===== src/rtl/mem_arbiter_pkg.sv =====
// Shared definitions for the two-port memory arbiter.
// Holds the default bus widths, the watchdog limit default, the FSM state
// encoding and the port index constants used by the arbiter, the
// round-robin picker and the bus interface.
package mem_arbiter_pkg;

    // Default data word width and byte address width.
    localparam int WORD_SIZE          = 16;
    localparam int ADDRESS_LEN        = 17;

    // Default number of BUSY cycles tolerated before the watchdog fires.
    localparam int TIMEOUT_CYCLES_DEF = 200;

    // Watchdog counter width.
    localparam int WDOG_W             = 8;

    // Arbiter FSM states.
    typedef enum logic [1:0] {
        IDLE    = 2'd0,
        BUSY    = 2'd1,
        RELEASE = 2'd2
    } state_e;

    // Port indices: port 0 is instruction fetch, port 1 is data load/store.
    localparam logic PORT_IFETCH = 1'b0;
    localparam logic PORT_DATA   = 1'b1;

endpackage


===== src/rtl/mem_arbiter_if.sv =====
// Bus bundle between the two requesters, the arbiter and the memory
// controller.
//   slave  : the arbiter's view (requests and controller returns in,
//            memory command, done flags and status out)
//   master : the environment's view (requesters plus memory controller)
interface mem_arbiter_if #(
    parameter int WORD_SIZE   = mem_arbiter_pkg::WORD_SIZE,
    parameter int ADDRESS_LEN = mem_arbiter_pkg::ADDRESS_LEN
);
    // Requester side
    logic                   p0_req;
    logic                   p1_req;
    logic [ADDRESS_LEN-1:0] p0_address;
    logic [ADDRESS_LEN-1:0] p1_address;
    logic [WORD_SIZE-1:0]   p1_write_value;
    logic                   p1_write_enable;
    logic                   p0_done;
    logic                   p1_done;
    logic [WORD_SIZE-1:0]   read_value;

    // Memory controller side
    logic [ADDRESS_LEN-1:0] mem_address;
    logic [WORD_SIZE-1:0]   mem_write_value;
    logic                   mem_write_enable;
    logic                   mem_request;
    logic [WORD_SIZE-1:0]   mem_read_value;
    logic                   mem_request_complete;

    // Status
    logic                   busy;
    logic                   timeout;

    modport slave (
        input  p0_req, p1_req, p0_address, p1_address,
        input  p1_write_value, p1_write_enable,
        input  mem_read_value, mem_request_complete,
        output p0_done, p1_done, read_value,
        output mem_address, mem_write_value, mem_write_enable, mem_request,
        output busy, timeout
    );

    modport master (
        output p0_req, p1_req, p0_address, p1_address,
        output p1_write_value, p1_write_enable,
        output mem_read_value, mem_request_complete,
        input  p0_done, p1_done, read_value,
        input  mem_address, mem_write_value, mem_write_enable, mem_request,
        input  busy, timeout
    );
endinterface


===== src/rtl/mem_arbiter_arb_rr_pick.sv =====
// Combinational two-way round-robin winner selection.
//   req[1:0]   : request levels, bit 0 = instruction fetch, bit 1 = data
//   last_grant : port granted most recently
//   grant      : selected port (only meaningful when some request is high)
module arb_rr_pick
    import mem_arbiter_pkg::*;
(
    input  logic [1:0] req,
    input  logic       last_grant,
    output logic       grant
);

    // A lone request wins outright; a tie goes to the port not served last.
    always_comb begin
        grant = PORT_IFETCH;
        case (req)
            2'b01:   grant = PORT_IFETCH;
            2'b10:   grant = PORT_DATA;
            2'b11:   grant = ~last_grant;
            default: grant = PORT_IFETCH;
        endcase
    end

endmodule


===== src/rtl/mem_arbiter.sv =====
// Two-port memory arbiter: instruction fetch (port 0) and data load/store
// (port 1) share one memory controller. Round-robin on ties, a watchdog
// that raises a sticky timeout if the controller never completes, and a
// global enable that freezes all state.
//   clk, rst_n : clock, asynchronous active-low reset
//   ena        : when low, every register holds
//   bus        : requester, memory controller and status signals
module mem_arbiter #(
    parameter int WORD_SIZE      = mem_arbiter_pkg::WORD_SIZE,
    parameter int ADDRESS_LEN    = mem_arbiter_pkg::ADDRESS_LEN,
    parameter int TIMEOUT_CYCLES = mem_arbiter_pkg::TIMEOUT_CYCLES_DEF
) (
    input logic          clk,
    input logic          rst_n,
    input logic          ena,
    mem_arbiter_if.slave bus
);
    import mem_arbiter_pkg::*;

    localparam logic [WDOG_W-1:0] WDOG_LIMIT = WDOG_W'(TIMEOUT_CYCLES);

    state_e                 state_q,       state_d;
    logic                   last_grant_q,  last_grant_d;
    logic                   grant_q,       grant_d;
    logic [WDOG_W-1:0]      wdog_q,        wdog_d;
    logic                   mem_request_q, mem_request_d;
    logic                   mem_we_q,      mem_we_d;
    logic [ADDRESS_LEN-1:0] mem_addr_q,    mem_addr_d;
    logic [WORD_SIZE-1:0]   mem_wdata_q,   mem_wdata_d;
    logic [WORD_SIZE-1:0]   read_value_q,  read_value_d;
    logic                   p0_done_q,     p0_done_d;
    logic                   p1_done_q,     p1_done_d;
    logic                   busy_q,        busy_d;
    logic                   timeout_q,     timeout_d;

    logic                   pick_grant_s;
    logic                   granted_req_s;

    arb_rr_pick u_pick (
        .req        ({bus.p1_req, bus.p0_req}),
        .last_grant (last_grant_q),
        .grant      (pick_grant_s)
    );

    // Live request level of whichever port currently owns the transaction.
    assign granted_req_s = (grant_q == PORT_DATA) ? bus.p1_req : bus.p0_req;

    // Next-state and output logic; every register holds unless updated.
    always_comb begin
        state_d       = state_q;
        last_grant_d  = last_grant_q;
        grant_d       = grant_q;
        wdog_d        = wdog_q;
        mem_request_d = mem_request_q;
        mem_we_d      = mem_we_q;
        mem_addr_d    = mem_addr_q;
        mem_wdata_d   = mem_wdata_q;
        read_value_d  = read_value_q;
        p0_done_d     = p0_done_q;
        p1_done_d     = p1_done_q;
        timeout_d     = timeout_q;

        if (ena) begin
            case (state_q)
                IDLE: begin
                    // A raised timeout blocks all further grants until reset.
                    if (!timeout_q && (bus.p0_req || bus.p1_req)) begin
                        grant_d       = pick_grant_s;
                        last_grant_d  = pick_grant_s;
                        wdog_d        = '0;
                        mem_request_d = 1'b1;
                        state_d       = BUSY;
                        if (pick_grant_s == PORT_DATA) begin
                            mem_addr_d  = bus.p1_address;
                            mem_wdata_d = bus.p1_write_value;
                            mem_we_d    = bus.p1_write_enable;
                        end else begin
                            // Instruction fetch never writes.
                            mem_addr_d  = bus.p0_address;
                            mem_wdata_d = '0;
                            mem_we_d    = 1'b0;
                        end
                    end else begin
                        state_d = IDLE;
                    end
                end

                BUSY: begin
                    // Completion takes priority over a watchdog expiring on the same cycle.
                    if (bus.mem_request_complete) begin
                        if (!mem_we_q) begin
                            read_value_d = bus.mem_read_value;
                        end else begin
                            read_value_d = read_value_q;
                        end
                        mem_request_d = 1'b0;
                        if (grant_q == PORT_DATA) begin
                            p1_done_d = 1'b1;
                        end else begin
                            p0_done_d = 1'b1;
                        end
                        state_d = RELEASE;
                    end else if ((wdog_q + {{(WDOG_W-1){1'b0}}, 1'b1}) == WDOG_LIMIT) begin
                        wdog_d        = wdog_q + {{(WDOG_W-1){1'b0}}, 1'b1};
                        timeout_d     = 1'b1;
                        mem_request_d = 1'b0;
                        state_d       = IDLE;
                    end else begin
                        wdog_d = wdog_q + {{(WDOG_W-1){1'b0}}, 1'b1};
                    end
                end

                RELEASE: begin
                    // Wait for both the requester and the controller to let go,
                    // so the next request cannot see a stale complete.
                    if (!granted_req_s && !bus.mem_request_complete) begin
                        p0_done_d = 1'b0;
                        p1_done_d = 1'b0;
                        state_d   = IDLE;
                    end else begin
                        state_d = RELEASE;
                    end
                end

                default: begin
                    state_d       = IDLE;
                    mem_request_d = 1'b0;
                    p0_done_d     = 1'b0;
                    p1_done_d     = 1'b0;
                end
            endcase
        end else begin
            state_d = state_q;
        end

        busy_d = (state_d != IDLE);
    end

    // State and output registers.
    always_ff @(posedge clk or negedge rst_n) begin
        if (!rst_n) begin
            state_q       <= IDLE;
            last_grant_q  <= PORT_DATA;
            grant_q       <= PORT_IFETCH;
            wdog_q        <= '0;
            mem_request_q <= 1'b0;
            mem_we_q      <= 1'b0;
            mem_addr_q    <= '0;
            mem_wdata_q   <= '0;
            read_value_q  <= '0;
            p0_done_q     <= 1'b0;
            p1_done_q     <= 1'b0;
            busy_q        <= 1'b0;
            timeout_q     <= 1'b0;
        end else begin
            state_q       <= state_d;
            last_grant_q  <= last_grant_d;
            grant_q       <= grant_d;
            wdog_q        <= wdog_d;
            mem_request_q <= mem_request_d;
            mem_we_q      <= mem_we_d;
            mem_addr_q    <= mem_addr_d;
            mem_wdata_q   <= mem_wdata_d;
            read_value_q  <= read_value_d;
            p0_done_q     <= p0_done_d;
            p1_done_q     <= p1_done_d;
            busy_q        <= busy_d;
            timeout_q     <= timeout_d;
        end
    end

    assign bus.mem_request      = mem_request_q;
    assign bus.mem_write_enable = mem_we_q;
    assign bus.mem_address      = mem_addr_q;
    assign bus.mem_write_value  = mem_wdata_q;
    assign bus.read_value       = read_value_q;
    assign bus.p0_done          = p0_done_q;
    assign bus.p1_done          = p1_done_q;
    assign bus.busy             = busy_q;
    assign bus.timeout          = timeout_q;

endmodule

===== src/flat_wrapper.sv =====
// flat-port wrapper written by rule: the top's interface ports become plain ports
module mem_arbiter_flat import mem_arbiter_pkg::*;
#(
    parameter int WORD_SIZE      = mem_arbiter_pkg::WORD_SIZE,
    parameter int ADDRESS_LEN    = mem_arbiter_pkg::ADDRESS_LEN,
    parameter int TIMEOUT_CYCLES = mem_arbiter_pkg::TIMEOUT_CYCLES_DEF
)
  (clk, rst_n, ena, bus_p0_req, bus_p1_req, bus_p0_address, bus_p1_address, bus_p1_write_value, bus_p1_write_enable, bus_mem_read_value, bus_mem_request_complete, bus_p0_done, bus_p1_done, bus_read_value, bus_mem_address, bus_mem_write_value, bus_mem_write_enable, bus_mem_request, bus_busy, bus_timeout);
  mem_arbiter_if #(.WORD_SIZE(WORD_SIZE), .ADDRESS_LEN(ADDRESS_LEN)) bus_i ();
  input logic clk;
  input logic rst_n;
  input logic ena;
  input wire logic [$bits(bus_i.p0_req)-1:0] bus_p0_req;
  input wire logic [$bits(bus_i.p1_req)-1:0] bus_p1_req;
  input wire logic [$bits(bus_i.p0_address)-1:0] bus_p0_address;
  input wire logic [$bits(bus_i.p1_address)-1:0] bus_p1_address;
  input wire logic [$bits(bus_i.p1_write_value)-1:0] bus_p1_write_value;
  input wire logic [$bits(bus_i.p1_write_enable)-1:0] bus_p1_write_enable;
  input wire logic [$bits(bus_i.mem_read_value)-1:0] bus_mem_read_value;
  input wire logic [$bits(bus_i.mem_request_complete)-1:0] bus_mem_request_complete;
  output wire logic [$bits(bus_i.p0_done)-1:0] bus_p0_done;
  output wire logic [$bits(bus_i.p1_done)-1:0] bus_p1_done;
  output wire logic [$bits(bus_i.read_value)-1:0] bus_read_value;
  output wire logic [$bits(bus_i.mem_address)-1:0] bus_mem_address;
  output wire logic [$bits(bus_i.mem_write_value)-1:0] bus_mem_write_value;
  output wire logic [$bits(bus_i.mem_write_enable)-1:0] bus_mem_write_enable;
  output wire logic [$bits(bus_i.mem_request)-1:0] bus_mem_request;
  output wire logic [$bits(bus_i.busy)-1:0] bus_busy;
  output wire logic [$bits(bus_i.timeout)-1:0] bus_timeout;
  assign bus_i.p0_req = bus_p0_req;
  assign bus_i.p1_req = bus_p1_req;
  assign bus_i.p0_address = bus_p0_address;
  assign bus_i.p1_address = bus_p1_address;
  assign bus_i.p1_write_value = bus_p1_write_value;
  assign bus_i.p1_write_enable = bus_p1_write_enable;
  assign bus_i.mem_read_value = bus_mem_read_value;
  assign bus_i.mem_request_complete = bus_mem_request_complete;
  assign bus_p0_done = bus_i.p0_done;
  assign bus_p1_done = bus_i.p1_done;
  assign bus_read_value = bus_i.read_value;
  assign bus_mem_address = bus_i.mem_address;
  assign bus_mem_write_value = bus_i.mem_write_value;
  assign bus_mem_write_enable = bus_i.mem_write_enable;
  assign bus_mem_request = bus_i.mem_request;
  assign bus_busy = bus_i.busy;
  assign bus_timeout = bus_i.timeout;
  mem_arbiter #(.WORD_SIZE(WORD_SIZE), .ADDRESS_LEN(ADDRESS_LEN), .TIMEOUT_CYCLES(TIMEOUT_CYCLES)) u_core (.clk(clk), .rst_n(rst_n), .ena(ena), .bus(bus_i));
endmodule

===== config.mk =====
export PLATFORM = sky130hd
export DESIGN_NAME = mem_arbiter_flat
export DESIGN_NICKNAME = d
export VERILOG_FILES = /design/src/rtl/mem_arbiter_pkg.sv /design/src/rtl/mem_arbiter_if.sv /design/src/rtl/mem_arbiter_arb_rr_pick.sv /design/src/rtl/mem_arbiter.sv /design/src/flat_wrapper.sv
export SDC_FILE = /design/constraint.sdc
export NUM_CORES = 1
export LEC_CHECK = 0
export ABC_AREA = 1
export CAP_MARGIN = 30
export CORE_MARGIN = 2
export CORE_UTILIZATION = 42
export DETAILED_ROUTE_END_ITERATION = 7
export GPL_TIMING_DRIVEN = 0
export PLACE_DENSITY = 0.91
export SYNTH_ARGS = -nofsm -noshare
export SYNTH_HDL_FRONTEND = slang
export SYNTH_SLANG_ARGS = --single-unit

===== constraint.sdc =====
create_clock -name clk -period 2.1 [get_ports clk]
set_clock_uncertainty 0.05 [all_clocks]
set_input_delay 0.42 -clock clk [delete_from_list [all_inputs] [get_ports clk]]
set_output_delay 0.42 -clock clk [all_outputs]
set_load 0.01 [all_outputs]

==> results.toml, run 1 <==
[setup_path]
rr_startpoint = "u_core.state_q[0]"
reg2regPathDepth = 6
r2r_end = "u_core.bus.read_value[1]"
cp-start-kind = "input pin"
arrival_ns = 2.12
startpoint = "ena"
crit_fanout = 10
critPathKind = "input pin to flop"
rrSetupSlack_ns = 0.30
crit_path_end = "u_core.bus.read_value[1]"
critPathCaptureType = "flop"
cp.required_ns = 2.26

[placement]
dp.cells = 536
place_congestion = 0.7824
io_buffers = 127
pre_cts_slack_ns = -0.1993
hpwl_mm = 5.872

[logic_synthesis]
synth-edff-count = 0
ys_seq_area_share_pct = 56.18
syn_area_um2 = 2987
syn_nets = 387
ys_seq_elements = 67
synth_compound_area_share_pct = 9.761
synth_xor_area_share_pct = 0.2933
synth.avg_cell_area_um2 = 9.542
netlist_instances = 313
ys_warn_count = 0
synth_top_family_by_area = "simple AND/OR/NAND/NOR gates"
ys_types = 28
synth-async-reset-ratio_pct = 100.0
synthAdderAreaFrac_pct = 0.4189
synth_simple_gate_area_share_pct = 19.35
synthFlopType = "dfrtp_1"
synth_mux_area_share_pct = 7.289

[global_route]
grt_max_degree = 68
grt_use_total_pct = 20.25
antenna_found_initial = 0
grt_use_met3_pct = 5.504
met1_usage_pct = 23.42
grt_overflow_total = 0
grt_use_met2_pct = 34.72
grt_pass1_wl_mm = 12.10
grt_pass1_vias = 2687
top_usage_layer = "met2"

[drt]
wl_mm = 7.679
post_drt_wl_per_cell_um = 13.91
drc_errors = 0
drt_first_pass_iters = 4
vias_per_cell = 4.871
first_iter_violations = 150
ant_nets = 0
vias = 2689

[sta]
max_freq_mhz = 509.7
fin_crit_ns = 1.962
setup_viol = 0
slew_violations = 0
relSlewSlack_pct = 45.22
finalHoldViolCount = 0
worst_pin_slew_ns = 0.8217
finalWorstSetupSlack_ns = 0.1381
min_period_over_period_pct = 93.43
tns_ns = 0
rsz0062_at_grt = "no"

[clock_tree]
clockBufferDepth = 2
clk_latency_ns = 0.33
ctsResizeCount = 0
cts.htree.levels = 3
clk_pin_slew_ns = 0.07
cts_hold_buf = 0
cts_setup_buffers = 0
cts_buffers = 9
clock-sinks = 67
clockRootBuffer = "clkbuf_8"
cts_tree = "yes"

[floorplan]
die_y_um = 88.33
io_pins = 128
core_area_um2 = 6832
die_area_um2 = 7801
fp.dieW_um = 88.33
initial_core_util_pct = 43.72
rows = 30

[final_layout]
antennaDiodeCount = 0
area_delta_synth_final_pct = 53.00
drive_above_1_share_pct = 11.18
fin_cells = 552
nets = 525

[run_status]
status = "complete, no violations"

[power]
irDropWorstVdd_uv = 472.0
leakage_nw = 2.134
power.density_nw_per_um2 = 567.9

[worst_hold_path]
hp-class = "input pin to asynchronous set/reset pin"

[flow_run]
cap_violations = 0
-- power breakdown --
group          internal, mW  total, mW  leakage [nW]  switching [mW]
Clock                 0.575       1.04        0.0991           0.467
Sequential             1.30       1.31         0.900         0.00705
Combinational         0.152      0.245          1.14          0.0927
Total                  2.03       2.59          2.13           0.567
-- how the worst min path moves through the flow --
stage / slack [ns] / depth (start not counted) / endpoint
CTS: 0.16 / 1 / u_core.bus.mem_request
global route: 0.21 / 1 / u_core.bus.mem_write_value[4]
global placement: 0.41 / 2 / u_core.last_grant_q
floorplan: 0.07 / 0 / u_core.bus.busy
finish: 0.13 / 1 / u_core.wdog_q[4]
detailed placement: 0.41 / 2 / u_core.last_grant_q
-- kinds of logic (layout without fill, tap and decap cells) --
group | Yosys count | after routing
adder cells (fa/ha/maj) | 1 | 1
multiplexers | 16 | 16
AND/OR/NAND/NOR | 130 | 130
flip-flops | 67 | 67
XOR/XNOR | 1 | 1
AO/OA/AOI/OAI | 52 | 52
buffers and inverters | 46 | 189
-- sequential cells by signal, indices dropped and copies added (netlist names) --
| name | flops |
|---|---|
| u_core.bus.busy | 1 |
| u_core.bus.mem_address | 17 |
| u_core.bus.mem_request | 1 |
| u_core.bus.mem_write_enable | 1 |
| u_core.bus.mem_write_value | 16 |
| u_core.bus.p0_done | 1 |
| u_core.bus.p1_done | 1 |
| u_core.bus.read_value | 16 |
| u_core.bus.timeout | 1 |
| u_core.grant_q | 1 |
| u_core.last_grant_q | 1 |
| u_core.state_q | 2 |
| u_core.wdog_q | 8 |
-- cell usage after synthesis (2+ instances only) --
cell / n / share of area (%)
buf_2: 6 / 1.0
nand4_1: 2 / 0.42
nand2_1: 66 / 8.3
nand3_1: 28 / 4.7
dfrtp_1: 66 / 55
o21ai_0: 21 / 3.5
inv_1: 32 / 4.0
nor2_1: 28 / 3.5
inv_2: 4 / 0.50
mux2_2: 6 / 2.3
mux2_4: 10 / 5.0
clkbuf_1: 2 / 0.25
a31oi_1: 18 / 3.8
o21ai_1: 10 / 1.7
-- cell type report --
cell class | count | area (µm²)
fill | 558 | 2262
clock buffer | 11 | 141.4
tap | 96 | 120.1
sequential | 67 | 1678
clock inverter | 5 | 52.55
buffer | 10 | 65.06
timing repair buffer | 127 | 1269
inverter | 36 | 135.1
multi-input combinational | 200 | 1109
-- through the flow --
step / util, % / power (mW) / hold slack (ns) / area [µm²]
final: 66.89 / 2.595 / 0.1338 / 4569
after global routing: 66.89 / 2.687 / 0.2086 / 4569
after detailed placement: 64.05 / 1.579 / 0.4106 / 4375
after floorplan: - / 1.388 / 0.07441 / 2987
after CTS: 66.89 / 2.625 / 0.1590 / 4569
after global placement: 64.08 / 1.575 / 0.4065 / 4378
-- cells in the final DEF, fill, tap and decap left out, types with 2 or more instances in the layout --
cell type        Yosys  routed
nand4_1              2       2
clkinv_2             0       3
inv_1               32      32
clkbuf_1             2       3
clkbuf_8             0      10
a31oi_1             18      18
nand2_1             66      66
mux2_2               6       6
clkdlybuf4s50_1      0     126
inv_2                4       4
nand3_1             28      28
o21ai_1             10      10
buf_2                6       6
buf_4                1       2
nor2_1              28      28
mux2_4              10      10
dfrtp_1             66      66
o21ai_0             21      21
-- worst max-delay path, cell delays in order --
cell and delay [ns]:
clkdlybuf4s50_1 0.62, inv_2 0.15, nor3_4 0.42, buf_12 0.20, mux2_4 0.30
-- layer usage --
layer	wire length, µm	up-vias	part of all wire (%)
met3	524	20	6.8
met1	3011	1260	39
met4	197	0	2.6
li1	-	1311	-
met5	0	-	0
met2	3946	98	51
(Power assumes the default switching activity.)
==> inputs of run 2 (changes only) <==
Settings changed: CORE_UTILIZATION 42 to 43, PLACE_DENSITY 0.91 to 0.92, SKIP_CTS_REPAIR_TIMING set to 1, SYNTH_HIERARCHICAL set to 1.
==> results.toml, run 2 <==
[final_layout]
layout_common_cells = "126 x clkdlybuf4s50_1, 98 x nand2_1, 66 x dfrtp_1, 46 x o21ai_0, 38 x inv_1"
area_delta_synth_final_pct = 52.83
antennaDiodeCount = 0
nets = 549
largest_register_ffs = 17
final_common_cell = "clkdlybuf4s50_1"
drive_above_1_share_pct = 10.00

[flow_run]
cap_violations = 0

[logic_synthesis]
synth-async-reset-ratio_pct = 100.0
ys_seq_area_share_pct = 55.34
yosysMostFrequentCell = "nand2_1"
synth.avg_cell_area_um2 = 8.996
synth_area_leaders = "dfrtp_1 54%, nand2_1 12%, o21ai_0 7.6%, mux2_4 5.0%, inv_1 4.7%"
syn_nets = 411
yosysTopAreaCell = "dfrtp_1"
netlist_instances = 337
ys_seq_elements = 67
synthFlopType = "dfrtp_1"
ys_warn_count = 6
synth-edff-count = 0
ys_types = 28
synthDominantCellAreaShare_pct = 54.48
syn_area_um2 = 3032
synth_common_cells = "98 x nand2_1, 66 x dfrtp_1, 46 x o21ai_0"

[sta]
relSlewSlack_pct = 44.98
finalWorstSetupSlack_ns = 0.1560
min_period_over_period_pct = 92.57
rsz0062_at_grt = "no"
max_freq_mhz = 514.4
setup_viol = 0
tns_ns = 0
fin_crit_ns = 1.944
worst_pin_slew_ns = 0.8253
slew_violations = 0
finalHoldViolCount = 0

[drt]
drt_first_pass_iters = 4
vias_per_cell = 4.837
first_iter_violations = 159
vias = 2786
post_drt_wl_per_cell_um = 13.46
drc_errors = 0
wl_mm = 7.753
ant_nets = 0

[setup_path]
reg2regPathDepth = 7
rrSetupSlack_ns = 0.29
critPathKind = "input pin to flop"
critPathCaptureType = "flop"
cp.required_ns = 2.29
worst-path-stages = 7
cpLargestDelayFamily = "buffers and inverters"
slowest_delay_ns = 0.51
cp.buffers_inverters = 4
crit_slowest_cell = "clkdlybuf4s50_1"
crit_fanout = 10
worstPathCellList = "clkdlybuf4s50_1 -> inv_1 -> a21oi_2 -> clkbuf_1 -> clkbuf_1 -> o21ai_0 -> o21ai_0"
arrival_ns = 2.14
cp-start-kind = "input pin"

[floorplan]
initial_core_util_pct = 44.62
fp.dieW_um = 87.97
core_area_um2 = 6794
die_area_um2 = 7738
rows = 30
die_y_um = 87.97
io_pins = 128

[clock_tree]
cts_tree = "yes"
clk_pin_slew_ns = 0.07
cts.htree.levels = 3
cts_buffers = 9
clk_latency_ns = 0.34
clockRootBuffer = "clkbuf_8"
clockBufferDepth = 2
clock-sinks = 67

[power]
irDropWorstVdd_uv = 299.7
totalPowerFinal_mw = 2.691
leakage_nw = 2.219
power.density_nw_per_um2 = 580.8

[worst_hold_path]
hp-class = "input pin to asynchronous set/reset pin"

[global_route]
antenna_found_initial = 0
grt_use_total_pct = 21.04
grt_pass1_vias = 2830
grt_overflow_total = 0
grt_pass1_wl_mm = 12.61
grt_max_degree = 68

[run_status]
status = "complete, no violations"

[placement]
hpwl_mm = 5.887
io_buffers = 127
place_congestion = 0.8085
pre_cts_slack_ns = -0.2060
-- run 2: cell count changes in the layout (fill, tap and decap cells not counted), moves of 3 or more --
cell	previous run	this run
inv_1	32	38
a31oi_1	18	0
nor2_1	28	9
nand2_1	66	98
o21ai_1	10	1
o22ai_1	0	3
nand3_1	28	25
clkbuf_1	3	9
o21ai_0	21	46
-- run 2: path summary, 6_finish.rpt --
kind / startpoint / to
setup / recovery: bus_p1_req / u_core/bus.mem_address[12]
hold / removal: rst_n / u_core/bus.read_value[2]
setup reg to reg: u_core/state_q[1] / u_core/bus.read_value[10]
hold reg to reg: u_core/last_grant_q / u_core/last_grant_q
max in group asynchronous: rst_n / u_core/bus.mem_write_value[14]
min in group clk: u_core/last_grant_q / u_core/last_grant_q
-- run 2: stage by stage --
stage	hold slack [ns]	instances	instance area (µm²)	util (%)
2_1_floorplan	0.07441	337	3032	-
6_report	0.1222	576	4633	68.20
4_1_cts	0.1581	576	4633	68.20
5_1_grt	0.2160	576	4633	68.20
3_3_place_gp	0.4120	560	4423	65.10
3_5_place_dp	0.4175	560	4420	65.06
-- run 2: per-layer routing --
| metal | track usage, % | wire length [µm] |
|---|---|---|
| met5 | 0 | 0 |
| met4 | 9.091 | 108 |
| met3 | 5.561 | 617 |
| met2 | 36.98 | 3920 |
| met1 | 24.11 | 3107 |
-- run 2: logic make-up (layout without fill, tap and decap cells) --
group                      Yosys count  in the layout  synth area share [%]
AOI/OAI and AO/OA                   58             58                 10.28
xor gates and xnor gates             1              1                0.2890
adders and majority gates            1              1                0.4126
buffers and inverters               54            197                 7.222
DFF                                 67             67                 55.34
muxes                               16             16                 7.181
and+or+nand+nor                    140            140                 19.27
-- run 2: power breakdown --
| part | internal (mW) | switching, mW |
|---|---|---|
| clock | 0.642 | 0.473 |
| sequential | 1.30 | 0.0113 |
| combinational | 0.152 | 0.111 |
-- run 2: cell type report --
type / instances / area [µm²]
repair buffers: 127 / 1269
fillers: 523 / 2161
flip-flops and latches: 67 / 1678
multi-input cells: 216 / 1135
clock inverters: 4 / 47.55
inverters: 40 / 150.1
plain buffers: 14 / 68.82
clock buffers: 12 / 165.2
well taps: 96 / 120.1
-- run 2: worst reg2reg max path, cell delays in order (launching register included) --
cell     delay (ns)
dfrtp_1        0.41
inv_1          0.10
nand2_2        0.11
inv_2          0.09
nand2_2        0.07
nor3_4         0.33
buf_8          0.22
mux2_4         0.32
==> inputs of run 3 (changes only) <==
Settings changed: CORE_UTILIZATION 43 to 42, PLACE_DENSITY 0.92 to 0.91, SYNTH_HIERARCHICAL 1 to not set.
==> results of run 3 <==
No change in the layout: final DEF, timing and power equal those of run 1.
